`src/rtl/mem_bus_if.sv`:
```
// Memory bus interface: hands one controller request at a time to a RAM with a
// variable ack latency, aborts stalled accesses after TIMEOUT cycles, and raises a sticky error flag.
module mem_bus_if #(
  parameter int TIMEOUT = 15
) (
  input  logic       clk,
  input  logic       reset_n,
  input  logic       req_valid,
  input  logic       req_we,
  input  logic [7:0] req_addr,
  input  logic [7:0] req_wdata,
  output logic       req_ready,
  output logic [7:0] rdata,
  output logic       bus_ready,
  output logic       busy,
  output logic       bus_err,
  input  logic       err_clr,
  output logic [7:0] mem_addr,
  output logic [7:0] mem_wdata,
  output logic       mem_re,
  output logic       mem_we,
  input  logic [7:0] mem_rdata,
  input  logic       mem_ack
);

  localparam logic [1:0] S_IDLE   = 2'd0;
  localparam logic [1:0] S_ACCESS = 2'd1;
  localparam logic [1:0] S_DONE   = 2'd2;
  localparam logic [3:0] WAIT_LAST = 4'(TIMEOUT - 1);

  logic [1:0] r_state;
  logic [7:0] r_addr;
  logic [7:0] r_wdata;
  logic       r_we;
  logic [3:0] r_wait_cnt;
  logic [7:0] r_rdata;
  logic       r_bus_err;
  logic       w_in_access;
  logic       w_timeout;

  assign w_in_access = (r_state == S_ACCESS);
  // An ack on the last allowed cycle still counts as a normal completion.
  assign w_timeout   = w_in_access && !mem_ack && (r_wait_cnt == WAIT_LAST);

  always_ff @(posedge clk or negedge reset_n) begin
    if (!reset_n) begin
      r_state    <= S_IDLE;
      r_addr     <= 8'h00;
      r_wdata    <= 8'h00;
      r_we       <= 1'b0;
      r_wait_cnt <= 4'd0;
      r_rdata    <= 8'h00;
    end else begin
      case (r_state)
        S_IDLE: begin
          if (req_valid) begin
            r_addr     <= req_addr;
            r_wdata    <= req_wdata;
            r_we       <= req_we;
            r_wait_cnt <= 4'd0;
            r_state    <= S_ACCESS;
          end
        end
        S_ACCESS: begin
          if (mem_ack) begin
            if (!r_we) r_rdata <= mem_rdata;
            r_state <= S_DONE;
          end else if (w_timeout) begin
            // Aborted reads return 0x00 so the controller decodes a NOP.
            if (!r_we) r_rdata <= 8'h00;
            r_state <= S_DONE;
          end else begin
            r_wait_cnt <= r_wait_cnt + 4'd1;
          end
        end
        S_DONE:  r_state <= S_IDLE;
        default: r_state <= S_IDLE;
      endcase
    end
  end

  always_ff @(posedge clk or negedge reset_n) begin
    if (!reset_n) begin
      r_bus_err <= 1'b0;
    end else if (w_timeout) begin
      r_bus_err <= 1'b1;
    end else if (err_clr) begin
      r_bus_err <= 1'b0;
    end
  end

  assign req_ready = (r_state == S_IDLE);
  assign busy      = (r_state == S_ACCESS) || (r_state == S_DONE);
  assign bus_ready = (r_state == S_DONE);
  assign bus_err   = r_bus_err;
  assign rdata     = r_rdata;
  assign mem_addr  = r_addr;
  assign mem_wdata = r_wdata;
  assign mem_re    = w_in_access && !r_we;
  assign mem_we    = w_in_access && r_we;

endmodule

```
`config.mk`:
```
export PLATFORM = sky130hd
export DESIGN_NAME = mem_bus_if
export DESIGN_NICKNAME = d
export VERILOG_FILES = /design/src/rtl/mem_bus_if.sv
export SDC_FILE = /design/constraint.sdc
export NUM_CORES = 1
export LEC_CHECK = 0
export CAP_MARGIN = 20
export CELL_PAD_IN_SITES_DETAIL_PLACEMENT = 1
export CELL_PAD_IN_SITES_GLOBAL_PLACEMENT = 1
export CORE_MARGIN = 5
export CORE_UTILIZATION = 32
export DETAILED_ROUTE_END_ITERATION = 7
export PLACE_DENSITY = 0.82
export SLEW_MARGIN = 20
export SYNTH_ARGS = -nofsm -noshare
export SYNTH_HDL_FRONTEND = slang
export SYNTH_SLANG_ARGS = --single-unit
```
`constraint.sdc`:
```
create_clock -name clk -period 1.79 [get_ports clk]
set_clock_uncertainty 0.05 [all_clocks]
set_input_delay 0.537 -clock clk [delete_from_list [all_inputs] [get_ports clk]]
set_output_delay 0.537 -clock clk [all_outputs]
set_load 0.005 [all_outputs]
```
**Word level (Yosys, flattened, before mapping)**

Cells that the tools add are included.

- $add $sub $neg: 1
- Multiply operators: 0
- Divide/modulo/power cells: 0
- Magnitude comparators: 0
- Eq/ne operators: 7
- Shift operators: 0
- Mux-type cells: 14
- Bitwise gates (word level): 1
- Reduce and logical (&&, ||, !) cells: 15

Operators with widths:

| cell | number |
|---|---|
| $mux W8 | 4 |
| $mux W4 | 3 |
| $pmux W4 S2 | 1 |
| $mux W2 | 3 |
| $ne A2 B2 Y1 const B | 3 |
| $reduce_bool A2 Y1 | 3 |
| $add A4 B1 Y4 const B | 1 |
| $eq A4 B4 Y1 const B | 1 |
| $logic_and A1 B1 Y1 | 4 |
| $pmux W2 S2 | 1 |
| $reduce_and A2 Y1 | 2 |
| $reduce_and A4 Y1 | 1 |
| $ne A3 B2 Y1 const B | 1 |
| $reduce_and A3 Y1 | 1 |
| $eq A2 B1 Y1 const B | 1 |
| $eq A2 B2 Y1 const B | 1 |
| $logic_not A1 Y1 | 2 |
| $logic_not A2 Y1 | 1 |
| $mux W1 | 2 |
| $logic_or A1 B1 Y1 | 1 |
| $not A1 Y1 | 1 |

- Register bits after elaboration: 32
- Latch bits: 0
- Memory bits (writable): 0
- Memory bits (read-only): 0
- Input bits: 30
- Output and inout bits: 30
- Word-level logic and storage cells: 45
- Memories kept: 0

**Logic depth before layout (Yosys ltp)**

- Word-level depth: 6
- Gate-level depth with buffers: 7

**Worst setup path before layout**

No wires, ideal clock.

- Path type: reg2reg
- From: register r_wait_cnt[0]
- To: register r_wait_cnt[3]
- Library setup time: 129 ps
- Arrival: 1421 ps
- Data required time: 1611 ps
- Path slack: 190 ps
- Cell stages (with the launch flop): 8
- Clock period less this slack: 1600 ps
- Cells stage by stage: dfrtp_1 -> inv_1 -> ha_1 -> and3_1 -> buf_6 -> o31a_1 -> o21ai_1 -> o41ai_2

- Word-level cells in the longest chain between the ends: 4
- Elaborated cells between the ends (all ways): 8
- Those cells by class: 1 x add/sub; 2 x eq/ne; 3 x mux; 2 x reduce/logical

Ends and longest elaborated chain:

| element | line | text |
|---|---|---|
| start: declaration | 35 | `logic [3:0] r_wait_cnt;` |
| start signal: assignment | 73 | `r_wait_cnt <= r_wait_cnt + 4'd1;` |
| $add A4 B1 Y4 or $eq A4 B4 Y1 (tied branches) | 73, 43 |  |
| $mux W4 or $logic_and A1 B1 Y1 (tied branches) | 68, 43 |  |
| $mux W4 or $ne A2 B2 Y1 (tied branches) | - |  |
| $pmux W4 S2 or $reduce_and A4 Y1 (tied branches) | - |  |

Several ways; a longest one is shown, not always the timed one. The select of a mux whose other input is x is not followed.
A chain may end at the register's enable or synchronous reset.

**Final worst setup path**

- From: register r_state[0]
- To: output port mem_we

- Word-level cells in the longest chain between the ends: 2

Ends and longest elaborated chain:

| element | line | text |
|---|---|---|
| start: declaration | 31 | `logic [1:0] r_state;` |
| start signal: assignment | 47 | `r_state <= S_IDLE;` |
| start signal: assignment | 61 | `r_state <= S_ACCESS;` |
| start signal: assignment | 67 | `r_state <= S_DONE;` |
| $eq A2 B1 Y1 | 41 | `assign w_in_access = (r_state == S_ACCESS);` |
| $logic_and A1 B1 Y1 | 100 | `assign mem_we = w_in_access && r_we;` |
| end: declaration | 21 | `output logic mem_we,` |

Every way passes these cells.

==> results.sh <==
export IMPL_gp_congestion=0.7844
export IMPL_p_comb_share_pct=48.8
export IMPL_maxSlewViolCount=0
export IMPL_multiInputGateArea_sq_um=595.6
export IMPL_p_clk_share_pct=18.4
export IMPL_hold_buffers=0
export IMPL_seq_area_frac_synth_pct=56.94
export IMPL_dieArea_sq_um=5821
export IMPL_antenna_found_initial=0
export IMPL_nNetsFinal=224
export IMPL_critPathMaxFanout=3
export IMPL_die_y_um=76.30
export IMPL_ys_warn_count=0
export IMPL_cts_root_buf="clkbuf_8"
export IMPL_layout_commonest_cell="clkdlybuf4s50_1"
export IMPL_numCtsBuffers=5
export IMPL_cap_violations=0
export IMPL_start_util_pct=32.75
export IMPL_reg2reg_slack_ps=110
export IMPL_sw_frac_of_total_pct=30.80
export IMPL_power_frac_seq_pct=32.8
export IMPL_internal_power_mw=2.642
export IMPL_hp_class="register to register"
export IMPL_power_density_nw_per_um2=1613
export IMPL_finalCriticalPeriod_ps=1839
export IMPL_drtPass1Iterations=4
export IMPL_arrival_ps=1250
export IMPL_num_rows=24
export IMPL_min_delay_path_depth=1
export IMPL_hold_end="mem_addr[0]"
export IMPL_drc=0
export IMPL_detailed_place_hpwl_um=3101
export IMPL_rsz0062_at_grt="yes"
export IMPL_worst_setup_path_start_kind="register"
export IMPL_grt_overflow_total=0
export IMPL_drtIter0Drc=47
export IMPL_ant_nets=0
export IMPL_wl_per_cell_um=17.82
export IMPL_io_pins=60
export IMPL_ys_types=29
export IMPL_hold_viol=0
export IMPL_min_from="mem_addr[0]"
export IMPL_stdcell_count=241
export IMPL_setup_viol_count_final=2
export IMPL_reg2reg_to="mem_addr[6]"
export IMPL_mostFrequentLayoutCells="clkdlybuf4s50_1 (50), dfrtp_1 (31), mux2_2 (17), buf_4 (14), a22o_1 (8)"
export IMPL_status="complete, but fails checks"
export IMPL_grt_total_usage_pct=15.91
export IMPL_syn_to_final_growth_pct=68.24
export IMPL_grt_first_pass_wirelength_um=7341
export IMPL_cp_startpoint="r_state[0]"
export IMPL_worst_r2r_cell_count=7
export IMPL_tritoncts="built"
export IMPL_p_leak_nw=1.070
export IMPL_met3_usage_pct=5.437
export IMPL_syn_avg_cell_area_sq_um=13.27
export IMPL_timing_slew_headroom_pct=75.80
export IMPL_cp_required_ps=1200
export IMPL_reg2reg_from="r_state[1]"
export IMPL_path_class="register to output pin"
export IMPL_grt_pass1_vias=1375
export IMPL_tightest_slew_ps=363.0
export IMPL_synth_nets=142
export IMPL_top_usage_layer="met2"
export IMPL_grt_start_max_net_pins=33
export IMPL_syn_area_sq_um=1406
export IMPL_clk_latency_ps=280
export IMPL_violations="setup timing"
export IMPL_syn_inst=106
export IMPL_post_route_period_util_pct=102.7
export IMPL_fmax_ghz=0.5438
export IMPL_cts_buffer_depth=2
export IMPL_clkSlewWorstSetupHoldPaths_ps=70
export IMPL_port_buffers=59
export IMPL_power_switching_mw=1.176
export IMPL_ys_ff_latch=32
export IMPL_end_kind="output pin"
export IMPL_met1_usage_pct=18.39
export IMPL_vias=1188
export IMPL_grtUsageMet2_pct=26.37
export IMPL_htree_levels=2
export IMPL_n_antenna_cell=0
export IMPL_fillers=453
export IMPL_ir_drop_mv=0.5589
export IMPL_final_area_sq_um=2366
export IMPL_placed_cell_area_sq_um=2198
export IMPL_avgViaCountPerCell=4.929
export IMPL_fp_dieW_um=76.30
export IMPL_drt_wl_total_um=4294
export IMPL_cts_sinks=32
export IMPL_seqCellArea_sq_um=802.0
export IMPL_core_sq_um=4294
export IMPL_finalWorstSetupSlack_ps=-48.79
export IMPL_drive_gt1_share_pct=32.80
export IMPL_placedCellCount=230
[per-layer routing]
| layer | vias up | part of all wire, % |
|---|---|---|
| met5 | - | 0 |
| met4 | 0 | 2.7 |
| met3 | 8 | 6.6 |
| met2 | 51 | 51 |
| met1 | 585 | 40 |
| li1 | 544 | - |
[synthesized netlist by cell type]
library cell | n | share of area [%]
dfrtp_1 | 32 | 57
mux2_2 | 17 | 14
a22o_1 | 8 | 5.0
ha_1 | 6 | 5.3
inv_1 | 6 | 1.6
nand2_1 | 3 | 0.80
nor2_1 | 3 | 0.80
o21ai_0 | 3 | 1.1
and2_1 | 2 | 0.89
and3_1 | 2 | 0.89
buf_2 | 2 | 0.71
nand3_1 | 2 | 0.71
o21ai_2 | 2 | 1.2
o22ai_1 | 2 | 0.89
o31a_1 | 2 | 1.2
a21oi_1 | 1 | 0.36
buf_6 | 1 | 0.80
mux2_1 | 1 | 0.80
nand2_2 | 1 | 0.45
nand2b_1 | 1 | 0.45
nor2_2 | 1 | 0.45
nor2_4 | 1 | 0.80
nor2b_1 | 1 | 0.45
nor3b_1 | 1 | 0.53
o21a_1 | 1 | 0.53
o21ai_1 | 1 | 0.36
o221ai_1 | 1 | 0.62
o31ai_1 | 1 | 0.53
o41ai_2 | 1 | 1.2
[per-stage QoR]
step	setup WS, ps	power, mW	util [%]	setup TNS (ps)	hold slack (ps)
detailed placement	-141.9	3.046	51.19	-1414	443.6
floorplan	189.8	1.905	-	0	191.4
finish	-48.79	3.818	55.10	-82.06	455.1
global placement	-108.6	2.941	51.19	-870.3	438.1
global route	-76.85	4.075	55.10	-188.3	470.6
CTS	-13.97	3.807	54.46	-13.97	459.3
[power by group through the flow]
stage	logic [mW]	clock network (mW)	registers (mW)
floorplan	0.657	0	1.25
global placement	1.72	0	1.23
detailed placement	1.79	0	1.26
CTS	1.85	0.718	1.24
global route	2.03	0.747	1.30
finish	1.86	0.702	1.25
[worst max-delay path, stage by stage (launching register included)]
cell     delay, ps
dfrtp_1        420
buf_6          150
ha_4           160
and2_1         120
buf_2          120
[how the worst max path moves through the flow]
stage | to | slack [ps] | cells after the start
after detailed placement | r_state[1] | -140 | 5
after global placement | r_state[1] | -110 | 5
after floorplan | r_wait_cnt[3] | 190 | 7
after CTS | mem_we | -10 | 4
after global routing | mem_we | -80 | 4
final | mem_we | -50 | 4
[cell families (layout without fill, tap and decap cells)]
logic type / count (synthesis) / in the layout / synth area share [%]
AO/OA/AOI/OAI: 23 / 23 / 12.99
adder cells (fa/ha/maj): 6 / 6 / 5.338
buffers and inverters: 9 / 92 / 3.114
flip-flops: 32 / 32 / 56.94
multiplexers: 18 / 18 / 14.41
AND/OR/NAND/NOR: 18 / 18 / 7.207
[what timing repair did]
item | CTS | global route
pin swaps | 2 | 0
endpoints found under the hold margin | 0 | 0
setup buffers | 2 | 1
setup endpoints to repair | 5 | 11
resized for setup | 26 | 10
[layout make-up]
| type | count | area share [%] |
|---|---|---|
| Sequential cell | 32 | 33.90 |
| Clock inverter | 3 | 1.798 |
| Clock buffer | 5 | 2.909 |
| Timing Repair Buffer | 78 | 32.52 |
| Inverter | 6 | 0.9519 |
| Multi-Input combinational cell | 65 | 25.17 |
| Tap cell | 52 | 2.750 |
[state kept, by name, summed over array words and instances, names as in the netlist]
signal and flops:
r_wait_cnt 4, r_we 1, bus_err 1, mem_addr 8
rdata 8, mem_wdata 8, r_state 2
(Power assumes the default switching activity.)
